<file path="src/rtl/wb_pkg.sv">
// Shared types for the writeback arbiter: register-address width, the buffered
// result entry and the per-cycle grant source.
package wb_pkg;

  localparam int REG_ADDR_W = 5;
  localparam int WB_XLEN    = 32;

  typedef struct packed {
    logic [REG_ADDR_W-1:0] rd;
    logic [WB_XLEN-1:0]    data;
  } wb_entry_t;

  typedef enum logic [1:0] {
    SRC_NONE,
    SRC_MEM,
    SRC_FIFO,
    SRC_BYPASS
  } wb_src_t;

endpackage

</file>
<file path="src/rtl/wb_fifo.sv">
// Synchronous FIFO of writeback entries; head is read combinationally so a pop
// grant can present the entry in the same cycle.
module wb_fifo
  import wb_pkg::*;
#(
  parameter int DEPTH = 4
) (
  input  logic                         clk,
  input  logic                         srst,
  input  logic                         push,
  input  logic                         pop,
  input  wb_entry_t                    din,
  output wb_entry_t                    dout,
  output logic                         full,
  output logic                         empty,
  output logic [$clog2(DEPTH+1)-1:0]   count
);

  localparam int PTR_W = $clog2(DEPTH);
  localparam int CNT_W = $clog2(DEPTH+1);

  wb_entry_t        mem [DEPTH];
  logic [PTR_W-1:0] rd_ptr_reg;
  logic [PTR_W-1:0] wr_ptr_reg;
  logic [CNT_W-1:0] count_reg;
  logic             push_ok;
  logic             pop_ok;

  assign full    = (count_reg == CNT_W'(DEPTH));
  assign empty   = (count_reg == '0);
  assign count   = count_reg;
  assign dout    = mem[rd_ptr_reg];
  assign push_ok = push && !full;
  assign pop_ok  = pop && !empty;

  always_ff @(posedge clk) begin
    if (push_ok) begin
      mem[wr_ptr_reg] <= din;
    end
  end

  // Pointers are power-of-two wide, so natural overflow gives the wrap.
  always_ff @(posedge clk) begin
    if (srst) begin
      rd_ptr_reg <= '0;
      wr_ptr_reg <= '0;
      count_reg  <= '0;
    end else begin
      if (push_ok) wr_ptr_reg <= wr_ptr_reg + 1'b1;
      if (pop_ok)  rd_ptr_reg <= rd_ptr_reg + 1'b1;
      case ({push_ok, pop_ok})
        2'b10:   count_reg <= count_reg + 1'b1;
        2'b01:   count_reg <= count_reg - 1'b1;
        default: count_reg <= count_reg;
      endcase
    end
  end

endmodule

</file>
<file path="src/rtl/wb_arbiter.sv">
// Writeback arbiter: loads win, ALU results queue in wb_fifo, a starvation limiter
// forces the FIFO head out. Define WB_STATS_EN to add the write/starve counters.
module wb_arbiter
  import wb_pkg::*;
#(
  parameter int XLEN       = WB_XLEN,
  parameter int FIFO_DEPTH = 4,
  parameter int MAX_STARVE = 3
) (
  input  logic                              clock,
  input  logic                              RESET,
  input  logic                              alu_valid,
  input  logic [REG_ADDR_W-1:0]             alu_rd,
  input  logic [XLEN-1:0]                   alu_data,
  output logic                              alu_ready,
  input  logic                              mem_valid,
  input  logic [REG_ADDR_W-1:0]             mem_rd,
  input  logic [XLEN-1:0]                   mem_data,
  output logic                              mem_ready,
  output logic                              wr_en,
  output logic [REG_ADDR_W-1:0]             wr_select,
  output logic [XLEN-1:0]                   wr_data,
  output logic [$clog2(FIFO_DEPTH+1)-1:0]   fifo_count
`ifdef WB_STATS_EN
  ,
  output logic [31:0]                       stat_mem_wr,
  output logic [31:0]                       stat_alu_wr,
  output logic [31:0]                       stat_starve
`endif
);

  localparam int ST_W = $clog2(MAX_STARVE+1);
  localparam logic [ST_W-1:0] STARVE_LIMIT = ST_W'(MAX_STARVE);

  wb_entry_t        head;
  wb_entry_t        grant;
  wb_src_t          src;
  logic             fifo_full;
  logic             fifo_empty;
  logic             push;
  logic             pop;
  logic             force_alu_reg;
  logic             force_alu_next;
  logic [ST_W-1:0]  starve_cnt_reg;
  logic [ST_W-1:0]  starve_cnt_next;

  assign mem_ready = !RESET && !force_alu_reg;
  assign alu_ready = !RESET && !fifo_full;

  always_comb begin
    src = SRC_NONE;
    if (RESET)                             src = SRC_NONE;
    else if (force_alu_reg && !fifo_empty) src = SRC_FIFO;
    else if (mem_valid && mem_ready)       src = SRC_MEM;
    else if (!fifo_empty)                  src = SRC_FIFO;
    else if (alu_valid)                    src = SRC_BYPASS;
  end

  // A bypassed result never enters the FIFO; every other accepted ALU result does.
  assign push = alu_valid && alu_ready && (src != SRC_BYPASS);
  assign pop  = (src == SRC_FIFO);

  always_comb begin
    case (src)
      SRC_MEM:    grant = '{rd: mem_rd, data: mem_data};
      SRC_FIFO:   grant = head;
      SRC_BYPASS: grant = '{rd: alu_rd, data: alu_data};
      default:    grant = '0;
    endcase
  end

  always_comb begin
    starve_cnt_next = starve_cnt_reg;
    force_alu_next  = 1'b0;
    if (src == SRC_MEM && !fifo_empty) begin
      starve_cnt_next = starve_cnt_reg + 1'b1;
      force_alu_next  = (starve_cnt_next == STARVE_LIMIT);
    end else if (src == SRC_FIFO || fifo_empty) begin
      starve_cnt_next = '0;
    end
  end

  wb_fifo #(
    .DEPTH (FIFO_DEPTH)
  ) u_fifo (
    .clk   (clock),
    .srst  (RESET),
    .push  (push),
    .pop   (pop),
    .din   ('{rd: alu_rd, data: alu_data}),
    .dout  (head),
    .full  (fifo_full),
    .empty (fifo_empty),
    .count (fifo_count)
  );

  always_ff @(posedge clock) begin
    if (RESET) begin
      wr_en          <= 1'b0;
      wr_select      <= '0;
      wr_data        <= '0;
      starve_cnt_reg <= '0;
      force_alu_reg  <= 1'b0;
    end else begin
      // rd==0 entries are consumed with the write suppressed; address/data still follow.
      wr_en          <= (src != SRC_NONE) && (grant.rd != '0);
      if (src != SRC_NONE) begin
        wr_select <= grant.rd;
        wr_data   <= grant.data;
      end
      starve_cnt_reg <= starve_cnt_next;
      force_alu_reg  <= force_alu_next;
    end
  end

`ifdef WB_STATS_EN
  always_ff @(posedge clock) begin
    if (RESET) begin
      stat_mem_wr <= '0;
      stat_alu_wr <= '0;
      stat_starve <= '0;
    end else begin
      if (src == SRC_MEM && grant.rd != '0) begin
        stat_mem_wr <= stat_mem_wr + 32'd1;
      end
      if ((src == SRC_FIFO || src == SRC_BYPASS) && grant.rd != '0) begin
        stat_alu_wr <= stat_alu_wr + 32'd1;
      end
      if (force_alu_reg) begin
        stat_starve <= stat_starve + 32'd1;
      end
    end
  end
`endif

endmodule

</file>
<file path="config.mk">
export PLATFORM = sky130hd
export DESIGN_NAME = wb_arbiter
export DESIGN_NICKNAME = d
export VERILOG_FILES = /design/src/rtl/wb_pkg.sv /design/src/rtl/wb_fifo.sv /design/src/rtl/wb_arbiter.sv
export SDC_FILE = /design/constraint.sdc
export NUM_CORES = 1
export LEC_CHECK = 0
export BUFFER_PORTS_ARGS = -buffer_cell sky130_fd_sc_hd__buf_2
export CORE_MARGIN = 2
export CORE_UTILIZATION = 50
export CTS_CLUSTER_DIAMETER = 200
export CTS_CLUSTER_SIZE = 8
export DETAILED_ROUTE_END_ITERATION = 16
export PLACE_DENSITY_LB_ADDON = 0.25
export SKIP_LAST_GASP = 1
export SYNTH_ARGS = -nofsm -noshare
export SYNTH_HDL_FRONTEND = slang
export SYNTH_SLANG_ARGS = --single-unit
</file>
<file path="constraint.sdc">
create_clock -name clock -period 4.5 [get_ports clock]
set_clock_uncertainty 0.05 [all_clocks]
set_input_delay 1.35 -clock clock [delete_from_list [all_inputs] [get_ports clock]]
set_output_delay 1.35 -clock clock [all_outputs]
set_load 0.01 [all_outputs]
</file>
Yosys cells after proc, flatten, opt, wreduce, memory -nomap -nowiden
Memories as Yosys holds them, arrays and structs flattened. A register that Yosys moved wholly into a read port is not among the register bits.
Index checks and enable logic that the tools add are counted.
- flip-flop bits (word level): 48
- bits of input ports: 78
- memories: 1
- output and inout bits: 43
- word-level logic and storage cells: 57
- memory bits (writable): 148
- memories (name ; depth ; width ; read ports ; clocked after memory_dff ; write ports ; RTL line ; text):
    u_fifo.mem ; 4 ; 37 ; 1 ; 1 ; 1 ; wb_fifo.sv:22 ; wb_entry_t mem [DEPTH];
- add/sub/neg operators: 5
- multiplexer cells: 13
- reductions and logical operators: 21
- eq/ne operators: 8
- bitwise gates (word level): 1
- operator list (cell ; count):
    $pmux W37 S3 ; 1
    $mux W2 ; 9
    $logic_and A1 B1 Y1 ; 10
    $eq A2 B2 Y1 const B ; 4
    $add A2 B1 Y2 const B ; 3
    $pmux W3 S2 ; 1
    $reduce_bool A2 Y1 ; 3
    $reduce_bool A5 Y1 ; 1
    $eq A2 B1 Y1 const B ; 2
    $logic_not A1 Y1 ; 4
    $add A3 B1 Y3 const B ; 1
    $eq A3 B3 Y1 const B ; 1
    $logic_not A3 Y1 ; 1
    $sub A3 B1 Y3 const B ; 1
    $mux W1 ; 2
    $ne A2 B2 Y1 const B ; 1
    $reduce_or A2 Y1 ; 1
    $logic_or A1 B1 Y1 ; 1
    $not A1 Y1 ; 1

Depth between registers and ports, before layout
Gate-level depths: netlist of the first run.
- depth in word-level cells: 11
- depth in mapped cells: 12
- depth with buffers taken out: 10

Cells and area by module
A second synthesis of the first run with hierarchy kept.
- cell total of the unflattened synthesis: 562
- area total of the unflattened synthesis: 8415.6 µm²
- modules (own cells, without submodules) (module ; area an instance (µm²) ; times used ; sequential area each (µm²) ; cells each):
    wb_fifo ; 5866.9 ; 1 ; 4624.4 ; 247
    wb_arbiter ; 2548.7 ; 1 ; 820.8 ; 315

Worst setup path after synthesis of the first run
No wires, ideal clock.
- kind: input -> register
- start point: input alu_valid
- end point: register u_fifo.count_reg[2], in the netlist u_fifo.count[2]
- data arrival time: 3.664 ns
- stages: 12
- path slack: 0.715 ns
- buffers on the path: 2
- required time: 4.379 ns
- library setup time: 0.071 ns
- cell sequence: or4b_1 -> buf_4 -> nor3_4 -> and3b_1 -> buf_2 -> inv_1 -> ha_1 -> inv_1 -> fa_1 -> xor2_1 -> or3_1 -> a21oi_1
- longest elaborated chain between the ends: 10
- elaborated cells between the ends (all ways): 15
- those cells by class: eq/ne: 4; mux: 6; reduce/logical: 5
- RTL lines (item ; RTL line ; text):
    start, declared ; wb_arbiter.sv:12 ; input logic alu_valid,
    $mux W2 ; wb_arbiter.sv:56 ; else if (alu_valid) src = SRC_BYPASS;
    $mux W2 ; wb_arbiter.sv:55 ; else if (!fifo_empty) src = SRC_FIFO;
    $mux W2 ; wb_arbiter.sv:54 ; else if (mem_valid && mem_ready) src = SRC_MEM;
    $mux W2 ; wb_arbiter.sv:53 ; else if (force_alu_reg && !fifo_empty) src = SRC_FIFO;
    $mux W2 ; wb_arbiter.sv:52 ; if (RESET) src = SRC_NONE;
    $ne A2 B2 Y1 ; wb_arbiter.sv:60 ; assign push = alu_valid && alu_ready && (src != SRC_BYPASS);
    $logic_and A1 B1 Y1 ; wb_arbiter.sv:60 ;
    $logic_and A1 B1 Y1 ; wb_fifo.sv:33 ; assign push_ok = push && !full;
    $eq A2 B1 Y1 / $eq A2 B2 Y1 (equally long branches) ; wb_fifo.sv:51 ; case ({push_ok, pop_ok})
    $pmux W3 S2 / $reduce_bool A2 Y1 (equally long branches) ; n/a ;
    end signal, assigned ; wb_fifo.sv:52 ; 2'b10: count_reg <= count_reg + 1'b1;
    end signal, assigned ; wb_fifo.sv:53 ; 2'b01: count_reg <= count_reg - 1'b1;
    end signal, assigned ; wb_fifo.sv:54 ; default: count_reg <= count_reg;
    end, declared ; wb_fifo.sv:25 ; logic [CNT_W-1:0] count_reg;
Parallel ways exist; a longest one is shown, timed or not.
A chain may end at the register's enable or synchronous reset.

Worst setup path after layout of the first run
Ends and elaborated chain as after synthesis.

==> results of run 1 <==
-- metal layers --
metal  wire length (um)  vias up  track usage (%)
li1                   -     2100                -
met1               7170     2374             27.0
met2               8050      132             33.0
met3                854       18             4.34
met4                218        0             7.80
met5                  0        -                0
-- power groups by stage --
stage	combinational (mW)	sequential, mW	clock [mW]
floorplan	0.278	2.13	0
global placement	0.428	2.13	0
detailed placement	0.439	2.14	0
CTS	0.441	2.10	1.45
global route	0.477	2.11	1.52
finish	0.436	2.10	1.43
-- final cells by class --
| type | count | area (um2) | share of cell area (%) |
|---|---|---|---|
| Clock buffer | 20 | 457 | 4.98 |
| Clock inverter | 12 | 103 | 1.12 |
| Inverter | 8 | 30.0 | 0.327 |
| Tap cell | 211 | 264 | 2.88 |
| Sequential cell | 198 | 5450 | 59.4 |
| Multi-Input combinational cell | 232 | 2220 | 24.2 |
| Timing Repair Buffer | 127 | 653 | 7.12 |
-- stage by stage --
stage                     setup slack, ps  total power [mW]  util [%]
after CTS                             897              3.99      60.1
final                                 860              3.96      60.1
after global routing                  729              4.10      60.1
after floorplan                       715              2.41         -
after global placement                559              2.56      56.5
after detailed placement              430              2.58      56.5
-- cells in the final DEF, fill, tap and decap left out, types with 7 or more instances in the layout --
cell / count
a22o_1: 19
edfxtp_1: 148
nor3_1: 10
clkbuf_16: 17
a221oi_2: 15
mux4_2: 37
a21oi_1: 17
dfxtp_1: 48
nor2_1: 44
inv_1: 8
buf_2: 120
buf_4: 7
nand2_1: 14
-- kinds of logic (layout without fill, tap and decap cells) --
family	count (synthesis)	count (layout)	share of synthesized area [%]
muxes	37	37	10.6
AOI/OAI and AO/OA	95	95	10.5
adders and majority gates	7	7	1.21
DFF	198	198	69.5
xor gates and xnor gates	5	5	0.559
and+or+nand+nor	88	88	5.33
buffers and inverters	36	167	2.27
-- worst paths after layout --
check | to | slack, ps | depth (start not counted)
max | u_fifo.count[2]$_SDFFE_PP0P_ | 860 | 11
min | starve_cnt_reg[0]$_SDFFE_PP0P_ | 400 | 1
max reg2reg | u_fifo.count[2]$_SDFFE_PP0P_ | 1420 | 10
min reg2reg | starve_cnt_reg[0]$_SDFFE_PP0P_ | 400 | 1
==> reports/qor.yml, run 1 <==
synth:
  yosysWarnings: 0
  synth_edf_count: 148
  yosys.area.top_type_share_pct: 56.7
  yosysSeqAreaShare_pct: 69.5
  yosysMostFrequentCell: "edfxtp_1"
  synth_cell_types: 45
  synthArstFlopShare_pct: 0
  synth_top_cell_by_area: "edfxtp_1"
  synth-seq-cells: 198
  synthFlopType: "edfxtp_1"
  netlist_area_um2: 7840
  synth.area.top_cells: "edfxtp_1 57%, dfxtp_1 13%, mux4_2 11%"
  netlist_instances: 466
  synth_area_per_cell_um2: 16.8
  synth_nets: 551
  ys_top_cells_by_count: "148 x edfxtp_1, 50 x dfxtp_1, 44 x nor2_1, 37 x mux4_2, 19 x a22o_1"
sta:
  rsz0062_at_grt: "no"
  worst_pin_slew_ps: 1100
  setup_viol: 0
  fmax_mhz: 275
  fin_worst_hold_slack_ps: 397
  setup_tns_ps: 0
  hold_violations: 0
  final.min_clock_period_ps: 3640
  period_share_pct: 80.9
  slew_headroom_pct: 26.9
  final_max_slew_viol_count: 0
cts:
  cts_hold_buf: 0
  clock_latency_ps: 420
  clock_path_buffers: 2
  numCtsBuffers: 17
  htreeDepth: 4
  clk_pin_slew_ps: 60
  postCtsSetupBuffers: 0
  root_buffer: "clkbuf_16"
  tritoncts: "built"
  ctsResizeCount: 0
  clock_sinks: 198
die:
  ios: 121
  die_w_um: 129
  fp.dieH_um: 129
  die-area_um2: 16700
  num_rows: 45
  coreArea_um2: 15300
  start_util_pct: 51.4
power_and_ir_drop:
  clkPwrFrac_pct: 36.1
  switching_share_pct: 23.5
  power.density_nw_per_um2: 432
  p_seq_share_pct: 52.9
  comb_power_share_pct: 11.0
  leakagePower_nw: 3.27
  p_sw_mw: 0.932
  p_int_mw: 3.03
  ir_worst_vdd_v: 0.000285
routing:
  detail-route-antenna-nets: 0
  routedWlPerCell_um: 20.2
  routed_wl_um: 16300
  firstDrtPassIters: 4
  vias_per_cell: 5.72
  vias: 4624
  drc: 0
  drt_iter0_drc: 310
finish:
  post-route-cell-area_um2: 9180
  diodes: 0
  largest_reg_flops: 148
  top_register: "u_fifo.mem"
  fill_cells: 1142
  syn_to_final_growth_pct: 17.1
  final_cells: 808
  layout-drive-gt1-share_pct: 36.7
  final_nets: 669
  top_regs: "u_fifo.mem (148), wr_data (32), wr_select (5)"
place:
  dpl_cell_area_um2: 8620
  dp.final_hpwl_um: 10200
  port_buffers: 120
  gp_congestion: 0.759
  post-place-cells: 776
grt:
  grt_pass1_vias: 4663
  grt_max_degree: 38
  overflow: 0
  antenna_found_initial: 0
  grt_pass1_wl_um: 24900
  grt_usage_pct: 20.3
setup_path:
  max_stage_delay_ps: 640
  critPathTopFamily: "simple AND/OR/NAND/NOR gates"
  crit_arrival_ps: 3940
  slowest_stage: "or4b_1"
  worst_ep_required_time_ps: 4800
  crit_buf_inv: 3
  crit_type: "primary input to flip-flop"
  critPathLaunch: "alu_valid"
  crit_path_frequent_cell: "inv_1"
  endpoint_kind: "flip-flop"
  r2r-start: "u_fifo.count[2]$_SDFFE_PP0P_"
  path_max_fanout: 8
  startpoint_type: "primary input"
  crit_chain: "buf_2 -> or4b_1 -> nor3_4 -> and3b_1 -> inv_1 -> ha_1 -> inv_1 -> fa_1 -> xor2_1 -> or3_1 -> a21oi_1"
job:
  max-cap-violations: 0
worst_hold_path:
  hold_class: "flip-flop to flip-flop"
  hp-start: "starve_cnt_reg[0]$_SDFFE_PP0P_"
outcome:
  status: "completed"
Power figures use the tool's default switching activity.
==> inputs of run 2 (changes only) <==
--- a/config.mk
+++ b/config.mk
@@ -5,6 +5,7 @@
 export SDC_FILE = /design/constraint.sdc
 export NUM_CORES = 1
 export LEC_CHECK = 0
+export ABC_AREA = 1
 export BUFFER_PORTS_ARGS = -buffer_cell sky130_fd_sc_hd__buf_2
 export CORE_MARGIN = 2
 export CORE_UTILIZATION = 50
==> constraint.sdc (replaced) <==
create_clock -name clock -period 3.2 [get_ports clock]
set_clock_uncertainty 0.05 [all_clocks]
set_input_delay 0.96 -clock clock [delete_from_list [all_inputs] [get_ports clock]]
set_output_delay 0.96 -clock clock [all_outputs]
set_load 0.01 [all_outputs]
==> reports/qor.yml, run 2 <==
setup_path:
  r2r_slack_ps: 1160  # was 1420 ps
  reg2reg_depth: 10  # unchanged
  r2r-start: "u_fifo.count[0]$_SDFFE_PP0P_"  # was u_fifo.count[2]$_SDFFE_PP0P_
  endpoint_kind: "output pin"  # was flip-flop
  crit_type: "primary input to output pin"  # was primary input to flip-flop
  path_max_fanout: 17  # was 8
  crit_arrival_ps: 1680  # was 3940 ps
  r2r_end: "u_fifo.count[2]$_SDFFE_PP0P_"  # unchanged
  worst_ep_required_time_ps: 2190  # was 4800 ps
  startpoint_type: "primary input"  # unchanged
grt:
  grt_usage_pct: 21.5  # was 20.3%
  grt_max_degree: 67  # was 38
  antenna_found_initial: 2  # was 0
  overflow: 0  # unchanged
  grt_pass1_wl_um: 29400  # was 24900 um
  grt_pass1_vias: 5680  # was 4663
worst_hold_path:
  hold_class: "flip-flop to flip-flop"  # unchanged
  hold_depth: 1  # unchanged
  hp-start: "starve_cnt_reg[0]$_SDFFE_PP0P_"  # unchanged
  worstHoldEndpoint: "starve_cnt_reg[0]$_SDFFE_PP0P_"  # unchanged
finish:
  layout-drive-gt1-share_pct: 18.9  # was 36.7%
  syn_to_final_growth_pct: 17.7  # was 17.1%
  final_nets: 1077  # was 669
  top_regs: "u_fifo.mem (148), wr_data (32), wr_select (5)"  # unchanged
  top_register: "u_fifo.mem"  # unchanged
  largest_reg_flops: 148  # unchanged
  mostFrequentLayoutCells: "201 x nand2_1, 188 x nor2_1, 148 x edfxtp_1"  # was 148 x edfxtp_1, 120 x buf_2, 48 x dfxtp_1
  fill_cells: 1370  # was 1142
  mostFrequentLayoutCell: "nand2_1"  # was edfxtp_1
sta:
  hold_violations: 0  # unchanged
  final_max_slew_viol_count: 0  # unchanged
  fin_ws_ps: 514  # was 860 ps
  fmax_mhz: 372
  worst_pin_slew_ps: 792  # was 1100 ps
  setup_viol: 0  # unchanged
  rsz0062_at_grt: "no"  # unchanged
  period_share_pct: 83.9
  final.min_clock_period_ps: 2690
  slew_headroom_pct: 47.1  # was 26.9%
die:
  coreArea_um2: 16500  # was 15300 um2
  ios: 121  # unchanged
  num_rows: 47  # was 45
  fp.dieH_um: 133  # was 129 um
  start_util_pct: 50.9  # was 51.4%
  die-area_um2: 17800  # was 16700 um2
  die_w_um: 133  # was 129 um
synth:
  yosysWarnings: 0  # unchanged
  yosysMostFrequentCell: "nand2_1"  # was edfxtp_1
  synthArstFlopShare_pct: 0  # unchanged
  synth_top_cell_by_area: "edfxtp_1"  # unchanged
  synth_area_per_cell_um2: 9.60  # was 16.8 um2
  synthFlopType: "edfxtp_1"  # unchanged
  netlist_area_um2: 8380  # was 7840 um2
  synth-seq-cells: 198  # unchanged
  yosysSeqAreaShare_pct: 65.0  # was 69.5%
  synth_edf_count: 148  # unchanged
  netlist_instances: 873  # was 466
  synth.area.top_cells: "edfxtp_1 53%, dfxtp_1 12%, nand2_1 9.0%"  # was edfxtp_1 57%, dfxtp_1 13%, mux4_2 11%
  synth_cell_types: 24  # was 45
  ys_top_cells_by_count: "201 x nand2_1, 193 x nor2_1, 148 x edfxtp_1, 77 x inv_1, 55 x o21ai_0"  # was 148 x edfxtp_1, 50 x dfxtp_1, 44 x nor2_1, 37 x mux4_2, 19 x a22o_1
  yosys.area.top_type_share_pct: 53.0  # was 56.7%
  synth_nets: 958  # was 551
power_and_ir_drop:
  p_total_mw: 5.71  # was 3.96 mW
  power.density_nw_per_um2: 579  # was 432 nW/um2
  ir_worst_vdd_v: 0.000445  # was 0.000285 V
  leakagePower_nw: 4.19  # was 3.27 nW
routing:
  routed_wl_um: 18700  # was 16300 um
  routedWlPerCell_um: 15.2  # was 20.2 um
  vias_per_cell: 5.07  # was 5.72
  vias: 6212  # was 4624
  firstDrtPassIters: 5  # was 4
  drt_iter0_drc: 431  # was 310
  detail-route-antenna-nets: 0  # unchanged
  drc: 0  # unchanged
outcome:
  status: "completed"  # unchanged
cts:
  root_buffer: "clkbuf_16"  # unchanged
  tritoncts: "built"  # unchanged
  postCtsSetupBuffers: 0  # unchanged
  clk_pin_slew_ps: 70  # was 60 ps
  clock_latency_ps: 430  # was 420 ps
  numCtsBuffers: 17  # unchanged
  htreeDepth: 4  # unchanged
  cts_hold_buf: 0  # unchanged
  clock_sinks: 198  # unchanged
  ctsResizeCount: 0  # unchanged
  clock_path_buffers: 2  # unchanged
place:
  gp_congestion: 0.770  # was 0.759
  dp.final_hpwl_um: 11500  # was 10200 um
  port_buffers: 120  # unchanged
  pre_cts_slack_ps: 403  # was 430 ps
job:
  max-cap-violations: 0  # unchanged
==> run 2: cell count changes after synthesis, moves of 14 or more <==
cell      delta
mux4_2      -37
nand4_1     +25
o21ai_0     +50
nand3_1     +18
o21ai_1     +14
nor2_1     +149
a22o_1      -19
a221oi_2    -15
nand2_1    +187
inv_1       +69
==> run 2: metal layers <==
layer	global-route usage, %	vias up	part of all wire [%]
met5	0	-	0.070
met4	5.56	2	1.0
met3	5.02	16	5.7
met2	36.4	183	49
met1	28.2	2910	44
li1	-	3101	-
==> run 2: logic make-up after synthesis <==
family	synth area share (%)
AO/OA/AOI/OAI	6.70
adder cells (fa/ha/maj)	1.13
buffers and inverters	6.18
AND/OR/NAND/NOR	21.0
flip-flops	65.0
==> run 2: worst max-delay path by stage <==
stage,start,end,slack [ps],depth (start not counted)
2_1_floorplan,RESET,u_fifo.mem[0][0]$_DFFE_PP_,-360,3
3_3_place_gp,RESET,u_fifo.count[2]$_SDFFE_PP0P_,410,11
3_5_place_dp,RESET,u_fifo.count[2]$_SDFFE_PP0P_,400,11
4_1_cts,RESET,alu_ready,510,4
5_1_grt,RESET,alu_ready,480,4
6_report,RESET,alu_ready,510,4
==> run 2: final cells by class <==
cell class                      count  area, um2  share of cell area [%]
Sequential cell                   198       5450                    55.2
Multi-Input combinational cell    550       2460                    24.9
Timing Repair Buffer              143        786                    7.97
Clock buffer                       17        425                    4.31
Inverter                           82        308                    3.12
Tap cell                          220        275                    2.79
Clock inverter                     15        161                    1.64
Antenna cell                        1       2.50                  0.0254
==> run 2: critical path, stage by stage <==
cell and delay (ps):
buf_2 130, buf_4 200, a21oi_1 210, buf_2 180
==> run 2: metrics by stage <==
step           hold WS (ps)  util [%]  setup TNS (ps)  std cells  area [um2]
4_1_cts                 365      59.9               0       1225        9860
5_1_grt                 379      59.9               0       1225        9860
3_3_place_gp            352      56.3               0       1193        9270
2_1_floorplan           343         -          -52830        873        8380
3_5_place_dp            355      56.3               0       1193        9270
6_report                364      59.9               0       1226        9860
==> run 2: where the power goes <==
| part | leakage, nW | internal [mW] | switching (mW) |
|---|---|---|---|
| Clock | 0.283 | 1.22 | 0.890 |
| Sequential | 1.75 | 2.88 | 0.0447 |
| Combinational | 2.15 | 0.239 | 0.445 |
